File: config.mk
export PLATFORM = sky130hd
export DESIGN_NAME = sram_dot_engine
export DESIGN_NICKNAME = d
export VERILOG_FILES = /design/src/rtl/sram_dot_engine.sv
export SDC_FILE = /design/constraint.sdc
export NUM_CORES = 2
export LEC_CHECK = 0
export BUFFER_PORTS_ARGS = -buffer_cell sky130_fd_sc_hd__clkbuf_2
export CAP_MARGIN = 10
export CORE_AREA = 10 10 272 274
export DETAILED_ROUTE_END_ITERATION = 10
export DIE_AREA = 0 0 282 284
export PLACE_DENSITY = 0.51
export SETUP_SLACK_MARGIN = 0.2
export SYNTH_ARGS = -nofsm -noshare
export SYNTH_HDL_FRONTEND = slang
export SYNTH_SLANG_ARGS = --single-unit
File: constraint.sdc
create_clock -name CLK -period 8.44 [get_ports CLK]
set_input_delay 0 -clock CLK [delete_from_list [all_inputs] [get_ports CLK]]
set_output_delay 0 -clock CLK [all_outputs]
set_load 0.005 [all_outputs]
File: src/rtl/sram_dot_engine.sv
// Streams two vectors from a dual-port SRAM and accumulates their signed fixed-point dot product.
// Optional build macro DOT_SAT_EN: saturate the result to BITS instead of keeping only the low bits.
module sram_dot_engine #(
  parameter int BITS       = 32,
  parameter int ADDR_WIDTH = 13,
  parameter int FRAC_BITS  = 0,
  parameter int ACC_BITS   = 80
) (
  input  logic                  CLK,
  input  logic                  rst_n,
  input  logic                  start,
  input  logic [ADDR_WIDTH-1:0] base_a,
  input  logic [ADDR_WIDTH-1:0] base_b,
  input  logic [ADDR_WIDTH:0]   len,
  output logic                  busy,
  output logic                  done,
  output logic [BITS-1:0]       result,
  output logic                  CENA,
  output logic                  CENB,
  output logic                  WENA,
  output logic                  WENB,
  output logic [ADDR_WIDTH-1:0] AA,
  output logic [ADDR_WIDTH-1:0] AB,
  output logic [BITS-1:0]       DA,
  output logic [BITS-1:0]       DB,
  input  logic [BITS-1:0]       QA,
  input  logic [BITS-1:0]       QB
);

  localparam logic [2:0] S_IDLE       = 3'd0;
  localparam logic [2:0] S_READ       = 3'd1;
  localparam logic [2:0] S_DRAIN      = 3'd2;
  localparam logic [2:0] S_ACCUM_LAST = 3'd3;
  localparam logic [2:0] S_FINISH     = 3'd4;

  localparam logic [ADDR_WIDTH:0] CNT_ONE  = {{ADDR_WIDTH{1'b0}}, 1'b1};
  localparam logic [ADDR_WIDTH:0] CNT_ZERO = '0;

`ifdef DOT_SAT_EN
  localparam logic signed [ACC_BITS-1:0] SAT_MAX = {{(ACC_BITS-BITS+1){1'b0}}, {(BITS-1){1'b1}}};
  localparam logic signed [ACC_BITS-1:0] SAT_MIN = {{(ACC_BITS-BITS+1){1'b1}}, {(BITS-1){1'b0}}};
`endif

  logic [2:0]                  state_q, state_d;
  logic [ADDR_WIDTH:0]         cnt_q, cnt_d;
  logic [ADDR_WIDTH:0]         len_q, len_d;
  logic [ADDR_WIDTH-1:0]       base_a_q, base_a_d;
  logic [ADDR_WIDTH-1:0]       base_b_q, base_b_d;
  logic signed [ACC_BITS-1:0]  acc_q, acc_d;
  logic                        vld_p1_q, vld_p1_d;
  logic [BITS-1:0]             result_q, result_d;
  logic                        done_q, done_d;

  logic signed [BITS-1:0]      qa_s, qb_s;
  logic signed [2*BITS-1:0]    prod_p1;
  logic signed [ACC_BITS-1:0]  prod_ext_p1;

  // Q-format realignment, then reduction to the output word.
  function automatic logic [BITS-1:0] reduce_acc(input logic signed [ACC_BITS-1:0] a);
    logic signed [ACC_BITS-1:0] r;
    r = a >>> FRAC_BITS;
`ifdef DOT_SAT_EN
    if (r > SAT_MAX)      reduce_acc = SAT_MAX[BITS-1:0];
    else if (r < SAT_MIN) reduce_acc = SAT_MIN[BITS-1:0];
    else                  reduce_acc = r[BITS-1:0];
`else
    reduce_acc = r[BITS-1:0];
`endif
  endfunction

  // Stage p1: SRAM data arrives the cycle after the CEN-low cycle
  assign qa_s        = QA;
  assign qb_s        = QB;
  assign prod_p1     = (2*BITS)'(qa_s) * (2*BITS)'(qb_s);
  assign prod_ext_p1 = ACC_BITS'(prod_p1);

  always_comb begin
    state_d  = state_q;
    cnt_d    = cnt_q;
    len_d    = len_q;
    base_a_d = base_a_q;
    base_b_d = base_b_q;
    acc_d    = acc_q;
    result_d = result_q;
    done_d   = 1'b0;
    vld_p1_d = (state_q == S_READ);

    if (vld_p1_q) acc_d = acc_q + prod_ext_p1;

    case (state_q)
      S_IDLE: begin
        if (start) begin
          base_a_d = base_a;
          base_b_d = base_b;
          len_d    = len;
          cnt_d    = '0;
          acc_d    = '0;
          state_d  = (len == CNT_ZERO) ? S_FINISH : S_READ;
        end
      end
      S_READ: begin
        if (cnt_q + CNT_ONE == len_q) state_d = S_DRAIN;
        else                          cnt_d   = cnt_q + CNT_ONE;
      end
      S_DRAIN:      state_d = S_ACCUM_LAST;
      // The final accumulate has landed; register the result as the engine returns to IDLE.
      S_ACCUM_LAST: begin
        state_d  = S_IDLE;
        done_d   = 1'b1;
        result_d = reduce_acc(acc_q);
      end
      S_FINISH: begin
        state_d  = S_IDLE;
        done_d   = 1'b1;
        result_d = reduce_acc(acc_q);
      end
      default:      state_d = S_IDLE;
    endcase
  end

  // Stage p2: accumulator and control state update
  always_ff @(posedge CLK or negedge rst_n) begin
    if (!rst_n) begin
      state_q  <= S_IDLE;
      cnt_q    <= '0;
      len_q    <= '0;
      base_a_q <= '0;
      base_b_q <= '0;
      acc_q    <= '0;
      vld_p1_q <= 1'b0;
      result_q <= '0;
      done_q   <= 1'b0;
    end else begin
      state_q  <= state_d;
      cnt_q    <= cnt_d;
      len_q    <= len_d;
      base_a_q <= base_a_d;
      base_b_q <= base_b_d;
      acc_q    <= acc_d;
      vld_p1_q <= vld_p1_d;
      result_q <= result_d;
      done_q   <= done_d;
    end
  end

  assign busy   = (state_q != S_IDLE);
  assign done   = done_q;
  assign result = result_q;
  assign CENA   = (state_q != S_READ);
  assign CENB   = (state_q != S_READ);
  assign AA     = (state_q == S_READ) ? base_a_q + cnt_q[ADDR_WIDTH-1:0] : '0;
  assign AB     = (state_q == S_READ) ? base_b_q + cnt_q[ADDR_WIDTH-1:0] : '0;
  assign WENA   = 1'b1;
  assign WENB   = 1'b1;
  assign DA     = '0;
  assign DB     = '0;

endmodule

# [Word-level counts from Yosys, hierarchy flattened]
# Index checks and enable logic that the tools add are counted.
[totals] reg_bits=171 in_bits=107 output_inout_bits=128 elab_cells=44
[classes] addsub=4 multipliers=1 n_eq_ne=9 n_mux=13 reduce_logical=8
[ops] cell="2-to-1 mux 80 bit" n=3
[ops] cell="adder 80 x 64 -> 80 bit" n=1
[ops] cell="multiplier 32 x 32 -> 64 bit" n=1
[ops] cell="2-to-1 mux 14 bit" n=2
[ops] cell="one-hot mux 14 bit (2 select lines)" n=1
[ops] cell="adder 13 bit" n=2
[ops] cell="2-to-1 mux 13 bit" n=2
[ops] cell="adder 14 x 1 -> 14 bit, second input constant" n=1
[ops] cell="equality test 14 bit" n=1
[ops] cell="zero test 14 bit" n=1
[ops] cell="2-to-1 mux 3 bit" n=3
[ops] cell="one-hot mux 3 bit (3 select lines)" n=1
[ops] cell="equality test 3 x 2 -> 1 bit, second input constant" n=2
[ops] cell="!= test 2 bit, second input constant" n=2
[ops] cell="AND reduction 2 bit" n=2
[ops] cell="equality test 3 x 1 -> 1 bit, second input constant" n=1
[ops] cell="equality test 3 bit, second input constant" n=1
[ops] cell="zero test 3 bit" n=1
[ops] cell="!= test 3 x 1 -> 1 bit, second input constant" n=1
[ops] cell="AND reduction 3 bit" n=1
[ops] cell="nonzero test 3 bit" n=1
[ops] cell="!= test 2 x 1 -> 1 bit, second input constant" n=1
[ops] cell="nonzero test 2 bit" n=1
[ops] cell="OR reduction 2 bit" n=1
[ops] cell="2-to-1 mux 1 bit" n=1

# [Logic depth before layout (Yosys ltp)]
[logic_depth] ltp_word=5 mapped_depth=28

# [Least setup slack after synthesis]
# No wires, ideal clock.
[synth_path] kind="input-to-reg" start="input port QA[12]" end="register acc_q[31]" setup_ps=132 arrival_ps=6795 t_required_ps=8308 slack_ps=1513 stages=27 n_path_buf=2 path_cell_list="clkbuf_1 clkbuf_1 and2_1 fa_1 inv_1 fa_1 fa_1 inv_1 fa_1 inv_1 fa_1 inv_1 fa_1 fa_1 inv_1 fa_1 inv_1 ha_1 and3_1 a221o_1 a41oi_1 a21boi_0 nor4b_1 o31ai_1 xnor2_1 mux2i_1 nor2_1"
[synth_between] elab_chain_cells=5
[synth_rtl] item="start: declaration" line_no="26" rtl="input logic [BITS-1:0] QA,"
[synth_rtl] item="multiplier 32 x 32 -> 64 bit *" line_no="74" rtl="assign prod_p1 = (2*BITS)'(qa_s) * (2*BITS)'(qb_s);"
[synth_rtl] item="adder 80 x 64 -> 80 bit *" line_no="88" rtl="if (vld_p1_q) acc_d = acc_q + prod_ext_p1;"
[synth_rtl] item="2-to-1 mux 80 bit *" line_no="88"
[synth_rtl] item="2-to-1 mux 80 bit" line_no="92" rtl="if (start) begin"
[synth_rtl] item="2-to-1 mux 80 bit *" line_no="90" rtl="case (state_q)"
[synth_rtl] item="net acc_d[31]" line_no="49" rtl="logic signed [ACC_BITS-1:0] acc_q, acc_d;"
[synth_rtl] item="end signal: assignment" line_no="129" rtl="acc_q <= '0;"
[synth_rtl] item="end signal: assignment" line_no="139" rtl="acc_q <= acc_d;"
[synth_rtl] item="end: declaration" line_no="49"
# The timed path passes the listed nets; every way through them passes the cells marked *.
# A chain may end at the register's enable or synchronous reset.

# [Worst setup path after layout]
[layout_path] start="register acc_q[25]" end="register acc_q[31]"
[layout_between] elab_chain_cells=4
[layout_rtl] item="adder 80 x 64 -> 80 bit *" line_no="88"
[layout_rtl] item="2-to-1 mux 80 bit *" line_no="88"
[layout_rtl] item="2-to-1 mux 80 bit" line_no="92"
[layout_rtl] item="2-to-1 mux 80 bit *" line_no="90"
[layout_rtl] item="net acc_d[31]" line_no="49"
# Marks and branches as above.

==> impl_metrics.ini <==
[timing]
fmax_ghz = 0.136
tightest_slew_ns = 1.02
fin_tns_setup_ns = 0
skew_ns = 0.0134
period_share = 0.869
hold_viol = 0
drv_slew = 0
rsz0062_at_grt = no
setup_violations = 0
max-slew-margin-rel = 0.319
fin_crit_ns = 7.33

[worst_setup_path]
cp.required_ns = 8.74
crit_path_max_fanout = 4
crit_path_end_kind = flip-flop
crit_chain = inv_1 > fa_1 > inv_1 > fa_1 > inv_1 > fa_1 > fa_1 > inv_1 > fa_1 > fa_1 > fa_1 > inv_1 > fa_1 > inv_1 > ha_1 > and3_1 > a221o_1 > a41oi_1 > a21boi_0 > nor4b_1 > o31ai_1 > xnor2_1 > mux2i_1 > nor2_1
worstSetupStartpointType = flip-flop
critPathBufInv = 6
cp_common_cell = fa_1
slowest_stage = fa_1
crit_type = flip-flop to flip-flop
slowest_delay_ns = 0.56
critPathTopFamily = adder cells
arrival_ns = 7.63

[cts]
clkTransAtPathRegs_ns = 0.06
htreeDepth = 4
postCtsSetupBuffers = 0
ctsRootBufferMaster = clkbuf_16
clock_path_buffers = 2
cts_made_buffers = 17
cts_sinks = 123
cts_tree = built
clock_latency_ns = 0.43
ctsResizeCount = 0

[global_routing]
grt_pass1_vias = 19500
grt_pass1_wl_mm = 112
overflow = 0
grt_max_degree = 64
grt.total_usage = 0.180
antenna_found_initial = 1

[final_layout]
antenna_cells = 0
drive_gt1_frac = 0.0857
multi_input_area_um2 = 18000
fillers = 6974
register_area_um2 = 3080
fin_nets = 3512
synthToLayoutAreaGrowth_pct = 10.3

[floorplan]
core-area_um2 = 68300
start_util = 0.349
dieArea_um2 = 80100
placementRows = 96
die_x_um = 282
pin_count = 235
fp.dieH_um = 284

[placed_design]
dp_hpwl_mm = 57.4
port_buffers = 168
routabilityCongestion = 0.856

[logic_synthesis]
synthArstFlopShare = 1.00
yosysWarnings = 0
syn_area_per_cell_um2 = 8.95
yosysTopAreaCellShare = 0.369
ys_seq_area_frac = 0.129
synthCells = 2663
synth_edf_count = 0
yosysTopAreaCell = fa_1
ys_types = 57
yosys-top-cells-area = fa_1 (37%), dfrtp_1 (13%), ha_1 (9.2%)
ys.flop_type = dfrtp_1
synth-seq-cells = 123
syn_area_um2 = 23800

[detailed_routing]
wl_per_cell_um = 19.1
dr.pass1.iters = 4
vias = 17700
drc = 0
finalWirelength_mm = 70.5
viasPerCell = 4.80
drtIter0Drc = 782
ant_nets = 0

[worst_hold_path]
min-delay-path-class = input pin to async pin

[flow_run]
cap_violations = 0

[run_status]
status = finished clean
==> metrics by stage <==
stage,utilization,instances,hold WS [ns],cell area (um2),setup WS [ns]
after floorplan,-,2727,-0.296,24100,1.51
after detailed placement,0.369,3610,0.0404,25200,0.787
final,0.385,3684,0.136,26300,1.11
after CTS,0.385,3684,0.160,26300,1.12
after global placement,0.369,3610,0.0368,25200,0.891
after global routing,0.385,3684,0.201,26300,0.741
==> kinds of logic after synthesis <==
group | synth area share
buffers and inverters | 0.126
flip-flops | 0.129
multiplexers | 0.0154
other | 0.000315
adder cells (fa/ha/maj) | 0.462
AO/OA/AOI/OAI | 0.0485
AND/OR/NAND/NOR | 0.173
XOR/XNOR | 0.0456
==> sequential cells by signal, summed over array words and instances (netlist names), 3 cells and up <==
| signal | cells |
|---|---|
| acc_q | 32 |
| result | 32 |
| cnt_q | 14 |
| len_q | 14 |
| base_a_q | 13 |
| base_b_q | 13 |
| state_q | 3 |
==> path summary, 6_finish.rpt <==
| check | cells past startpoint | endpoint | slack (ns) | from |
|---|---|---|---|---|
| min in group CLK | 4 | base_a_q[1] | 0.31 | base_a[1] |
| max in group asynchronous | 3 | acc_q[7] | 6.99 | rst_n |
| min reg2reg | 2 | base_b_q[9] | 0.47 | base_b_q[9] |
| max reg2reg | 24 | acc_q[31] | 1.11 | acc_q[25] |
| max | 24 | acc_q[31] | 1.11 | acc_q[25] |
| min | 2 | base_a_q[11] | 0.14 | rst_n |
==> area by class of cell <==
type | count | area share
Multi-Input combinational cell | 1874 | 0.685
Sequential cell | 123 | 0.117
Inverter | 544 | 0.0777
Timing Repair Buffer | 229 | 0.0536
Tap cell | 882 | 0.0420
Clock buffer | 20 | 0.0174
Clock inverter | 12 | 0.00704
==> repair_timing <==
action,4_1_cts,5_1_grt
endpoints found under the setup margin,0,0
endpoints found under the hold margin,102,0
hold buffers,42,0
==> per-layer routing <==
layer	part of all wire	track usage	up-vias
li1	-	-	8036
met1	0.40	0.218	9156
met2	0.53	0.326	398
met3	0.046	0.0256	88
met4	0.026	0.0473	2
met5	0.00018	0	-
==> cells in the mapped netlist (3+ instances only) <==
cell,n
o21ai_0,53
and4_1,3
a21o_1,11
a211oi_1,7
a31oi_1,4
nand4_1,3
nor2b_1,9
dfrtp_1,123
o21bai_1,9
o31ai_1,9
ha_1,176
mux2i_1,22
xor2_1,26
a2111oi_0,4
inv_1,544
o21a_1,11
nand2_1,400
nand3_1,9
nor2_1,71
mux2_2,13
nor3_1,15
xnor2_1,93
o211ai_1,4
clkbuf_1,113
nor4_1,5
a21oi_1,52
o21ai_1,6
or3_1,5
and2_1,300
and3_1,9
fa_1,440
nor3b_1,3
buf_4,68
nand2b_1,5
a211o_1,7
==> placed cells by master (no fill, tap or decap), types with 9 or more instances in the layout <==
master	n
o21bai_1	9
buf_4	19
o21a_1	11
nor2_1	71
o31ai_1	9
mux2_2	13
clkbuf_16	17
a21o_1	11
conb_1	66
fa_1	440
o21ai_0	53
and3_1	9
dfrtp_1	122
xor2_1	26
xnor2_1	93
nor2b_1	9
inv_1	544
nand3_1	9
nand2_1	400
mux2i_1	22
dlygate4sd3_1	42
clkbuf_2	167
nor3_1	15
and2_1	299
a21oi_1	51
ha_1	176
Power is left out: the tool's default activity adds up to more than one toggle a clock period on the data nets, which glitch-free logic cannot reach.
